--- src/rtl/pc_seq_pkg.sv ---
// rtl/pc_seq_pkg.sv - shared types and widths for the fetch-side PC sequencer.
package pc_seq_pkg;

  localparam int ADDR_W      = 64;
  localparam int INSTR_BYTES = 4;
  localparam int CNT_W       = 32;

  typedef enum logic [1:0] {
    BOOT = 2'd0,
    RUN  = 2'd1,
    HOLD = 2'd2,
    TRAP = 2'd3
  } pc_seq_state_t;

  // Clears the byte-offset bits so an address lands on an instruction boundary.
  function automatic logic [ADDR_W-1:0] align_addr(input logic [ADDR_W-1:0] addr);
    return addr & ~ADDR_W'(INSTR_BYTES - 1);
  endfunction

endpackage

--- src/rtl/pc_sequencer_if.sv ---
// rtl/pc_sequencer_if.sv - fetch request handshake between the sequencer and instruction memory.
interface pc_sequencer_if;
  import pc_seq_pkg::*;

  logic              fetch_valid;
  logic              fetch_ready;
  logic [ADDR_W-1:0] fetch_addr;

  modport master (output fetch_valid, output fetch_addr, input fetch_ready);
  modport slave  (input fetch_valid, input fetch_addr, output fetch_ready);

endinterface

--- src/rtl/pc_next_sel.sv ---
// rtl/pc_next_sel.sv - combinational next-PC priority selector; PC_SEQ_MISALIGN_TRAP_EN enables trapping.
module pc_next_sel
  import pc_seq_pkg::*;
#(
  parameter logic [ADDR_W-1:0] RESET_VECTOR = 64'h0,
  parameter logic [ADDR_W-1:0] TRAP_VECTOR  = 64'h100
) (
  input  logic              rst_i,
  input  pc_seq_state_t     state_i,
  input  logic [ADDR_W-1:0] pc_i,
  input  logic              fetch_valid_i,
  input  logic              fetch_ready_i,
  input  logic              stall_i,
  input  logic              branch_taken_i,
  input  logic [ADDR_W-1:0] branch_target_i,
  input  logic              pend_valid_i,
  input  logic [ADDR_W-1:0] pend_target_i,
  output logic [ADDR_W-1:0] next_pc_o,
  output logic              live_apply_o,
  output logic              pend_apply_o,
  output logic              trap_o,
  output logic              accept_o
);

  logic [ADDR_W-1:0] redir_tgt;

  always_comb begin
    live_apply_o = branch_taken_i && !stall_i && (state_i != BOOT);
    pend_apply_o = pend_valid_i && !stall_i && !live_apply_o;
    accept_o     = fetch_valid_i && fetch_ready_i;
    redir_tgt    = live_apply_o ? branch_target_i : pend_target_i;
`ifdef PC_SEQ_MISALIGN_TRAP_EN
    trap_o = (live_apply_o || pend_apply_o) && (redir_tgt[1:0] != 2'b00);
`else
    trap_o    = 1'b0;
    redir_tgt = align_addr(redir_tgt);
`endif
    if (rst_i) begin
      next_pc_o = RESET_VECTOR;
    end else if (trap_o) begin
      next_pc_o = TRAP_VECTOR;
    end else if (live_apply_o || pend_apply_o) begin
      next_pc_o = redir_tgt;
    end else if (accept_o) begin
      next_pc_o = pc_i + ADDR_W'(INSTR_BYTES);
    end else begin
      next_pc_o = pc_i;
    end
  end

endmodule

--- src/rtl/pc_sequencer.sv ---
// rtl/pc_sequencer.sv - PC sequencer top: FSM, pending redirect and fetch counter.
// PC_SEQ_MISALIGN_TRAP_EN routes misaligned redirect targets to TRAP_VECTOR.
module pc_sequencer
  import pc_seq_pkg::*;
#(
  parameter logic [ADDR_W-1:0] RESET_VECTOR = 64'h0,
  parameter logic [ADDR_W-1:0] TRAP_VECTOR  = 64'h100
) (
  input  logic                  clk_in,
  input  logic                  rst_in,
  input  logic                  stall_i,
  input  logic                  branch_taken_i,
  input  logic [ADDR_W-1:0]     branch_target_i,
  pc_sequencer_if.master        fetch_if,
  output logic [ADDR_W-1:0]     pc_o,
  output logic [ADDR_W-1:0]     next_pc_o,
  output logic [CNT_W-1:0]      fetch_count_o,
  output logic                  misaligned_o
);

  pc_seq_state_t     state_q;
  logic [ADDR_W-1:0] pc_q, pc_d;
  logic              valid_q;
  logic [CNT_W-1:0]  cnt_q;
  logic              pend_v_q;
  logic [ADDR_W-1:0] pend_t_q;
  logic              mis_q;
  logic              live_apply, pend_apply, trap, accept;

  pc_next_sel #(
    .RESET_VECTOR (RESET_VECTOR),
    .TRAP_VECTOR  (TRAP_VECTOR)
  ) u_sel (
    .rst_i           (rst_in),
    .state_i         (state_q),
    .pc_i            (pc_q),
    .fetch_valid_i   (valid_q),
    .fetch_ready_i   (fetch_if.fetch_ready),
    .stall_i         (stall_i),
    .branch_taken_i  (branch_taken_i),
    .branch_target_i (branch_target_i),
    .pend_valid_i    (pend_v_q),
    .pend_target_i   (pend_t_q),
    .next_pc_o       (pc_d),
    .live_apply_o    (live_apply),
    .pend_apply_o    (pend_apply),
    .trap_o          (trap),
    .accept_o        (accept)
  );

  // fetch_valid is registered alongside the state so it only ever asserts in RUN.
  always_ff @(posedge clk_in) begin
    if (rst_in) begin
      state_q  <= BOOT;
      pc_q     <= RESET_VECTOR;
      valid_q  <= 1'b0;
      cnt_q    <= '0;
      pend_v_q <= 1'b0;
      pend_t_q <= '0;
      mis_q    <= 1'b0;
    end else begin
      pc_q <= pc_d;
      if (accept) cnt_q <= cnt_q + CNT_W'(1);
      if (live_apply || pend_apply) begin
        pend_v_q <= 1'b0;
      end else if (branch_taken_i) begin
        pend_v_q <= 1'b1;
        pend_t_q <= branch_target_i;
      end
      if (trap) begin
        mis_q   <= 1'b1;
        state_q <= TRAP;
        valid_q <= 1'b0;
      end else if (stall_i) begin
        state_q <= HOLD;
        valid_q <= 1'b0;
      end else begin
        state_q <= RUN;
        valid_q <= 1'b1;
      end
    end
  end

  assign fetch_if.fetch_valid = valid_q;
  assign fetch_if.fetch_addr  = pc_q;
  assign pc_o                 = pc_q;
  assign next_pc_o            = pc_d;
  assign fetch_count_o        = cnt_q;
  assign misaligned_o         = mis_q;

endmodule

--- src/flat_wrapper.sv ---
// flat-port wrapper written by rule: the top's interface ports become plain ports
module pc_sequencer_flat import pc_seq_pkg::*;
#(
  parameter logic [ADDR_W-1:0] RESET_VECTOR = 64'h0,
  parameter logic [ADDR_W-1:0] TRAP_VECTOR  = 64'h100
)
  (clk_in, rst_in, stall_i, branch_taken_i, branch_target_i, pc_o, next_pc_o, fetch_count_o, misaligned_o, fetch_if_fetch_valid, fetch_if_fetch_addr, fetch_if_fetch_ready);
  pc_sequencer_if fetch_if_i ();
  input  logic clk_in;
  input  logic rst_in;
  input  logic stall_i;
  input  logic branch_taken_i;
  input  logic [ADDR_W-1:0] branch_target_i;
  output logic [ADDR_W-1:0] pc_o;
  output logic [ADDR_W-1:0] next_pc_o;
  output logic [CNT_W-1:0] fetch_count_o;
  output logic misaligned_o;
  output wire logic [$bits(fetch_if_i.fetch_valid)-1:0] fetch_if_fetch_valid;
  output wire logic [$bits(fetch_if_i.fetch_addr)-1:0] fetch_if_fetch_addr;
  input wire logic [$bits(fetch_if_i.fetch_ready)-1:0] fetch_if_fetch_ready;
  assign fetch_if_fetch_valid = fetch_if_i.fetch_valid;
  assign fetch_if_fetch_addr = fetch_if_i.fetch_addr;
  assign fetch_if_i.fetch_ready = fetch_if_fetch_ready;
  pc_sequencer #(.RESET_VECTOR(RESET_VECTOR), .TRAP_VECTOR(TRAP_VECTOR)) u_core (.clk_in(clk_in), .rst_in(rst_in), .stall_i(stall_i), .branch_taken_i(branch_taken_i), .branch_target_i(branch_target_i), .fetch_if(fetch_if_i), .pc_o(pc_o), .next_pc_o(next_pc_o), .fetch_count_o(fetch_count_o), .misaligned_o(misaligned_o));
endmodule
--- config.mk ---
export PLATFORM = sky130hd
export DESIGN_NAME = pc_sequencer_flat
export DESIGN_NICKNAME = d
export VERILOG_FILES = /design/src/rtl/pc_seq_pkg.sv /design/src/rtl/pc_sequencer_if.sv /design/src/rtl/pc_next_sel.sv /design/src/rtl/pc_sequencer.sv /design/src/flat_wrapper.sv
export SDC_FILE = /design/constraint.sdc
export NUM_CORES = 1
export LEC_CHECK = 0
export CAP_MARGIN = 10
export CORE_ASPECT_RATIO = 1.1
export CORE_UTILIZATION = 40
export CTS_BUF_LIST = sky130_fd_sc_hd__clkbuf_4 sky130_fd_sc_hd__clkbuf_8
export CTS_CLUSTER_SIZE = 16
export DETAILED_ROUTE_END_ITERATION = 16
export PLACE_DENSITY = 0.8
export SETUP_SLACK_MARGIN = 0.4
export SYNTH_ARGS = -nofsm -noshare
export SYNTH_HDL_FRONTEND = slang
export SYNTH_SLANG_ARGS = --single-unit
--- constraint.sdc ---
create_clock -name clk_in -period 3 [get_ports clk_in]
set_input_delay 0.45 -clock clk_in [delete_from_list [all_inputs] [get_ports clk_in]]
set_output_delay 0.45 -clock clk_in [all_outputs]
set_load 0.02 [all_outputs]
## Yosys cells after proc, flatten, opt, wreduce, memory -nomap -nowiden

Index checks and enable logic that the tools add are counted.
W data, S select, Z words.

- Bits in registers: 164
- Bits in latches: 0
- RAM bits: 0
- Memory bits (read-only): 0
- Word-level logic and storage cells: 26
- Memories: 0

- Add/sub/neg operators: 2
- $mul: 0
- Div/mod/pow operators: 0
- $lt $le $gt $ge: 0
- Equality and inequality tests: 0
- Shift operators: 0
- Muxes and demuxes: 6
- Bitwise logic cells: 1
- Reductions and logical operators: 11

Operators with widths:

| kind | count |
|---|---|
| $mux W64 | 4 |
| $add A64 B3 Y64 const B | 1 |
| $add A32 B1 Y32 const B | 1 |
| $logic_and A1 B1 Y1 | 5 |
| $logic_not A1 Y1 | 2 |
| $mux W2 | 1 |
| $reduce_and A2 Y1 | 1 |
| $reduce_bool A2 Y1 | 1 |
| $reduce_or A2 Y1 | 1 |
| $logic_or A1 B1 Y1 | 1 |
| $mux W1 | 1 |
| $not A1 Y1 | 1 |

## Longest topological paths before layout

- Word-level depth: 8
- Depth in mapped cells: 8
- Mapped depth without buffers: 7

## Modules after synthesis

From an unflattened synthesis, not the netlist that was laid out.

- Cells, all modules: 1031
- Area, all modules: 8455.6 um2

By module, submodules not included:

| module | times used | cells an instance | area each (um2) |
|---|---|---|---|
| pc_sequencer | 1 | 679 | 6063.3 |
| pc_next_sel | 1 | 352 | 2392.3 |

## Least setup slack after synthesis

Ideal clock, no wire load.

- Path type: register to output
- Start: register u_core.pc_q[10] (netlist: u_core.fetch_if.fetch_addr[10])
- End: output next_pc_o[34]
- Arrival time: 2.518 ns
- Setup slack: 0.032 ns
- Cell stages (with the launch flop): 7
- Buffers on the path: 0
- Cell sequence: dfxtp_1 and4_4 nand4_4 nor4_4 nand2b_2 or3_1 a311oi_1

- Word-level cells in the longest chain between the ends: 4

RTL lines:

| element | RTL line | text |
|---|---|---|
| start: declaration | pc_sequencer.sv:22 | `logic [ADDR_W-1:0] pc_q, pc_d;` |
| start signal: assignment | pc_sequencer.sv:62 | `pc_q <= pc_d;` |
| $add A64 B3 Y64 | pc_next_sel.sv:45 | `next_pc_o = pc_i + ADDR_W'(INSTR_BYTES);` |
| $mux W64 | pc_next_sel.sv:44 | `end else if (accept_o) begin` |
| $mux W64 | pc_next_sel.sv:42 | `end else if (live_apply_o \|\| pend_apply_o) begin` |
| $mux W64 | pc_next_sel.sv:38 | `if (rst_i) begin` |
| end: declaration | flat_wrapper.sv:15 | `output logic [ADDR_W-1:0] next_pc_o;` |

Every way passes these cells.

## Worst setup path in the final report

- Start: register u_core.pc_q[2] (netlist: u_core.fetch_if.fetch_addr[2])
- End: output next_pc_o[42]

Same word-level chain as after synthesis.

==> metrics.md <==
| Metric | Value |
|---|---|
| Outcome | finished, violations left |
| Failing checks | setup timing |
| Worst skew pair latency | 0.47 ns |
| Total gr overflow | 0 |
| Share of cells above drive strength 1 | 37.3% |
| Crit end category | primary output |
| Clock buffer depth | 2 |
| Vias | 10500 |
| Combinational power share | 31.7% |
| Crit-path max FO | 12 |
| VDD IR max | 0.282 mV |
| Slew headroom | 62.1% |
| Register bit total from synthesis | 161 |
| Nets | 1583 |
| Power Dens Cells | 398 nW/um^2 |
| LEAKAGE | 0.00583 uW |
| Initial Utilization | 41.1% |
| Full die area | 21900 sq um |
| Number of enable flip-flop cells after synthesis | 0 |
| GP Congestion | 0.883 |
| Final hold slack | 0.433 ns |
| Cell Chain, Critical Path | ha_4 > and3_4 > nand3_2 > and4bb_2 > buf_12 > nand4_1 > xor2_1 > a211oi_2 > buf_4 |
| Layout area overhead | 75.4% |
| Hold Fails Final Rpt | 0 |
| Nature of the critical path startpoint | flop |
| Setup WS post-layout | -0.108 ns |
| Net Sw Power | 2030 uW |
| Switching part of the total | 34.2% |
| Syn Nets | 1155 |
| Maxcap violations | 0 |
| Die X | 141 um |
| Wire per inst | 20.2 um |
| Post-Syn Area per Cell | 7.86 sq um |
| Cell count after synthesis | 1084 |
| Die height | 155 um |
| Vias in the first global route | 9584 |
| Fmax | 322 MHz |
| Wirelength, routed | 36.7 mm |
| First-pass GRT wire length | 50.3 mm |
| RSZ-0062 raised after global routing | yes |
| Clock power share | 28.4% |
| Synth warnings | 0 |
| HP Start | rst_in |
| Yosys cell types | 45 |
| CP max stage delay | 0.38 ns |
| Reg2reg start | u_core.fetch_if.fetch_addr[10] |
| Initial antenna violation count | 3 |
| Root buf cell | clkbuf_8 |
| Worst Reg-to-Reg Cells | 16 |
| Hold Crit Class | primary input to flop |
| Antenna Nets Post-Route | 0 |
| Filler Cell Count | 1379 |
| Critical Path AT | 2.66 ns |
| Placement-stage cell area | 12900 sq um |
| Drt pass-1 iters | 6 |
| Post-CTS Hold Buffers | 0 |
| Core area | 20700 sq um |
| IO Port Bufs | 291 |
| Cts bufs inserted | 17 |
| Buf+Inv Stages, Crit Path | 2 |
| Initial DRC Count | 831 |
| Sink Count | 161 |
| CTS tree | done |
| Main synth FF type | dfxtp_1 |
| Reg2reg end | u_core.fetch_if.fetch_addr[38] |
| Num rows | 55 |
| Largest net degree at the start of global routing | 65 |
| Total track usage | 29.4% |
| Slowest cell on the critical path | dfxtp_4 |
| Final slew viol count | 0 |
| Detail Placement HPWL | 22.3 mm |
| Required time worst endpoint | 2.55 ns |
| Cell-internal power | 3910 uW |
| Register area share after synthesis | 37.8% |
| H-tree depth | 4 |
| I/O pins | 295 |
| Crit-path leading delay family | simple AND/OR/NAND/NOR gates |
| Setup WS pre-CTS | -0.603 ns |
| Post-Syn Area | 8520 sq um |
| Min Tclk post-route | 3.11 ns |
| DR vias/cell | 5.79 |
| Worst Tran Pin Value | 0.568 ns |
| Clock transition at path regs | 0.10 ns |
| Sequential share of power | 39.8% |
| Worst Hold End | u_core.pend_t_q[35] |
| FF-to-FF setup slack | 0.16 ns |
| FFs w/ async S/R, synth | 0% |
| Period utilization | 104% |
| # setup viols final | 13 |
| WS Path Type | flop to primary output |
| WHS Path Cells | 2 |
| Clock skew | 0.0174 ns |
| DRC viols | 0 |
| Design area | 14900 sq um |
==> flip-flops by register name, indices dropped and copies added, names as in the netlist <==
register,flops
u_core.fetch_count_o,32
u_core.fetch_if.fetch_addr,64
u_core.pend_t_q,62
u_core.pend_v_q,1
u_core.state_q,2
==> what timing repair did <==
action / 4_1_cts / 5_1_grt
endpoints found under the hold margin: 0 / 0
gates resized for setup: 389 / 176
buffers inserted: 40 / 28
pin swaps: 42 / 71
setup endpoints to repair: 64 / 65
gates cloned: 2 / 0
==> area by class of cell <==
type,count,area (sq um),share of cell area [%]
sequential,161,3280,22.0
clock inverter,14,155,1.04
antenna,2,5.00,0.0335
timing repair buffer,546,5090,34.1
inverter,6,22.5,0.151
tap,285,357,2.39
multi-input combinational,780,5780,38.7
clock buffer,18,241,1.62
==> layer usage <==
layer / track usage (%) / routed length [um] / up-vias
met2: 51.0 / 18400 / 643
li1: - / - / 4635
met4: 14.5 / 1560 / 2
met1: 34.6 / 13600 / 5084
met3: 5.85 / 3160 / 127
met5: 0 / 13 / -
==> metrics by stage <==
| stage | std cells | total power (uW) | TNS, ns | utilization, % |
|---|---|---|---|---|
| 6_report | 1812 | 5950 | -0.382 | 72.1 |
| 5_1_grt | 1812 | 6140 | -2.30 | 72.1 |
| 4_1_cts | 1782 | 5740 | -0.000687 | 67.8 |
| 3_5_place_dp | 1708 | 4070 | -24.32 | 62.4 |
| 3_3_place_gp | 1708 | 4040 | -22.00 | 62.4 |
| 2_1_floorplan | 1084 | 3250 | 0 | - |
==> worst max-delay path by stage <==
stage / startpoint / endpoint / slack (ns) / cells past startpoint
final: u_core.fetch_if.fetch_addr[2] / next_pc_o[42] / -0.11 / 9
after global routing: u_core.fetch_if.fetch_addr[2] / next_pc_o[46] / -0.17 / 9
after CTS: u_core.fetch_if.fetch_addr[2] / next_pc_o[30] / -0.0007 / 8
after detailed placement: fetch_if_fetch_ready / next_pc_o[27] / -0.60 / 8
after global placement: fetch_if_fetch_ready / next_pc_o[63] / -0.56 / 8
after floorplan: u_core.fetch_if.fetch_addr[16] / next_pc_o[34] / 0.34 / 6
==> kinds of logic after synthesis <==
logic type / Yosys count / synth area share (%)
and+or+nand+nor: 441 / 24.9
DFF: 161 / 37.8
xor gates and xnor gates: 87 / 8.95
buffers and inverters: 144 / 9.24
other: 1 / 0.0440
AOI/OAI and AO/OA: 248 / 18.7
adders and majority gates: 2 / 0.294
==> cell usage in the layout, fill, tap and decap left out, drive strengths merged, types with 33 or more instances in the layout <==
master	Yosys	final
buf	68	317
clkdlybuf4s50	0	224
nand2	199	199
dfxtp	161	161
a21oi	88	88
nor2	83	83
a221oi	64	64
o21ai	55	55
xor2	46	46
xnor2	41	41
nand3	37	37
nand4	32	33
==> synth_stat cells (2+ instances only) <==
| library cell | count | share of area [%] |
|---|---|---|
| a21oi_1 | 88 | 5.2 |
| nand2_1 | 199 | 8.8 |
| nand4_4 | 2 | 0.50 |
| a2111oi_0 | 4 | 0.41 |
| nor4_1 | 7 | 0.51 |
| inv_1 | 6 | 0.26 |
| nand3b_1 | 2 | 0.18 |
| nor2_1 | 82 | 3.6 |
| nor4_2 | 3 | 0.44 |
| o21ai_0 | 55 | 3.2 |
| xnor2_1 | 41 | 4.2 |
| or3_1 | 17 | 1.2 |
| and3_1 | 13 | 0.95 |
| clkbuf_1 | 70 | 3.1 |
| a221oi_1 | 64 | 6.6 |
| buf_4 | 65 | 5.7 |
| nand3_1 | 36 | 2.1 |
| ha_1 | 2 | 0.29 |
| o41ai_1 | 4 | 0.41 |
| a31oi_1 | 4 | 0.29 |
| buf_2 | 2 | 0.12 |
| nor3_1 | 18 | 1.1 |
| nor2b_1 | 3 | 0.22 |
| and4_1 | 10 | 1.0 |
| xor2_1 | 46 | 4.7 |
| and2_1 | 7 | 0.51 |
| dfxtp_1 | 161 | 38 |
| or2_2 | 2 | 0.15 |
| nor4_4 | 2 | 0.50 |
| nand4_1 | 29 | 2.1 |
| a311oi_1 | 3 | 0.31 |
| a211oi_1 | 24 | 2.1 |
==> power groups by stage <==
stage / registers (uW) / clock network [uW] / logic (uW)
final: 2370 / 1690 / 1890
after global routing: 2380 / 1780 / 1970
after CTS: 2350 / 1660 / 1720
after detailed placement: 2400 / 0 / 1680
after global placement: 2390 / 0 / 1650
after floorplan: 2510 / 0 / 741
Note: power is estimated with default switching activity, not from simulation.
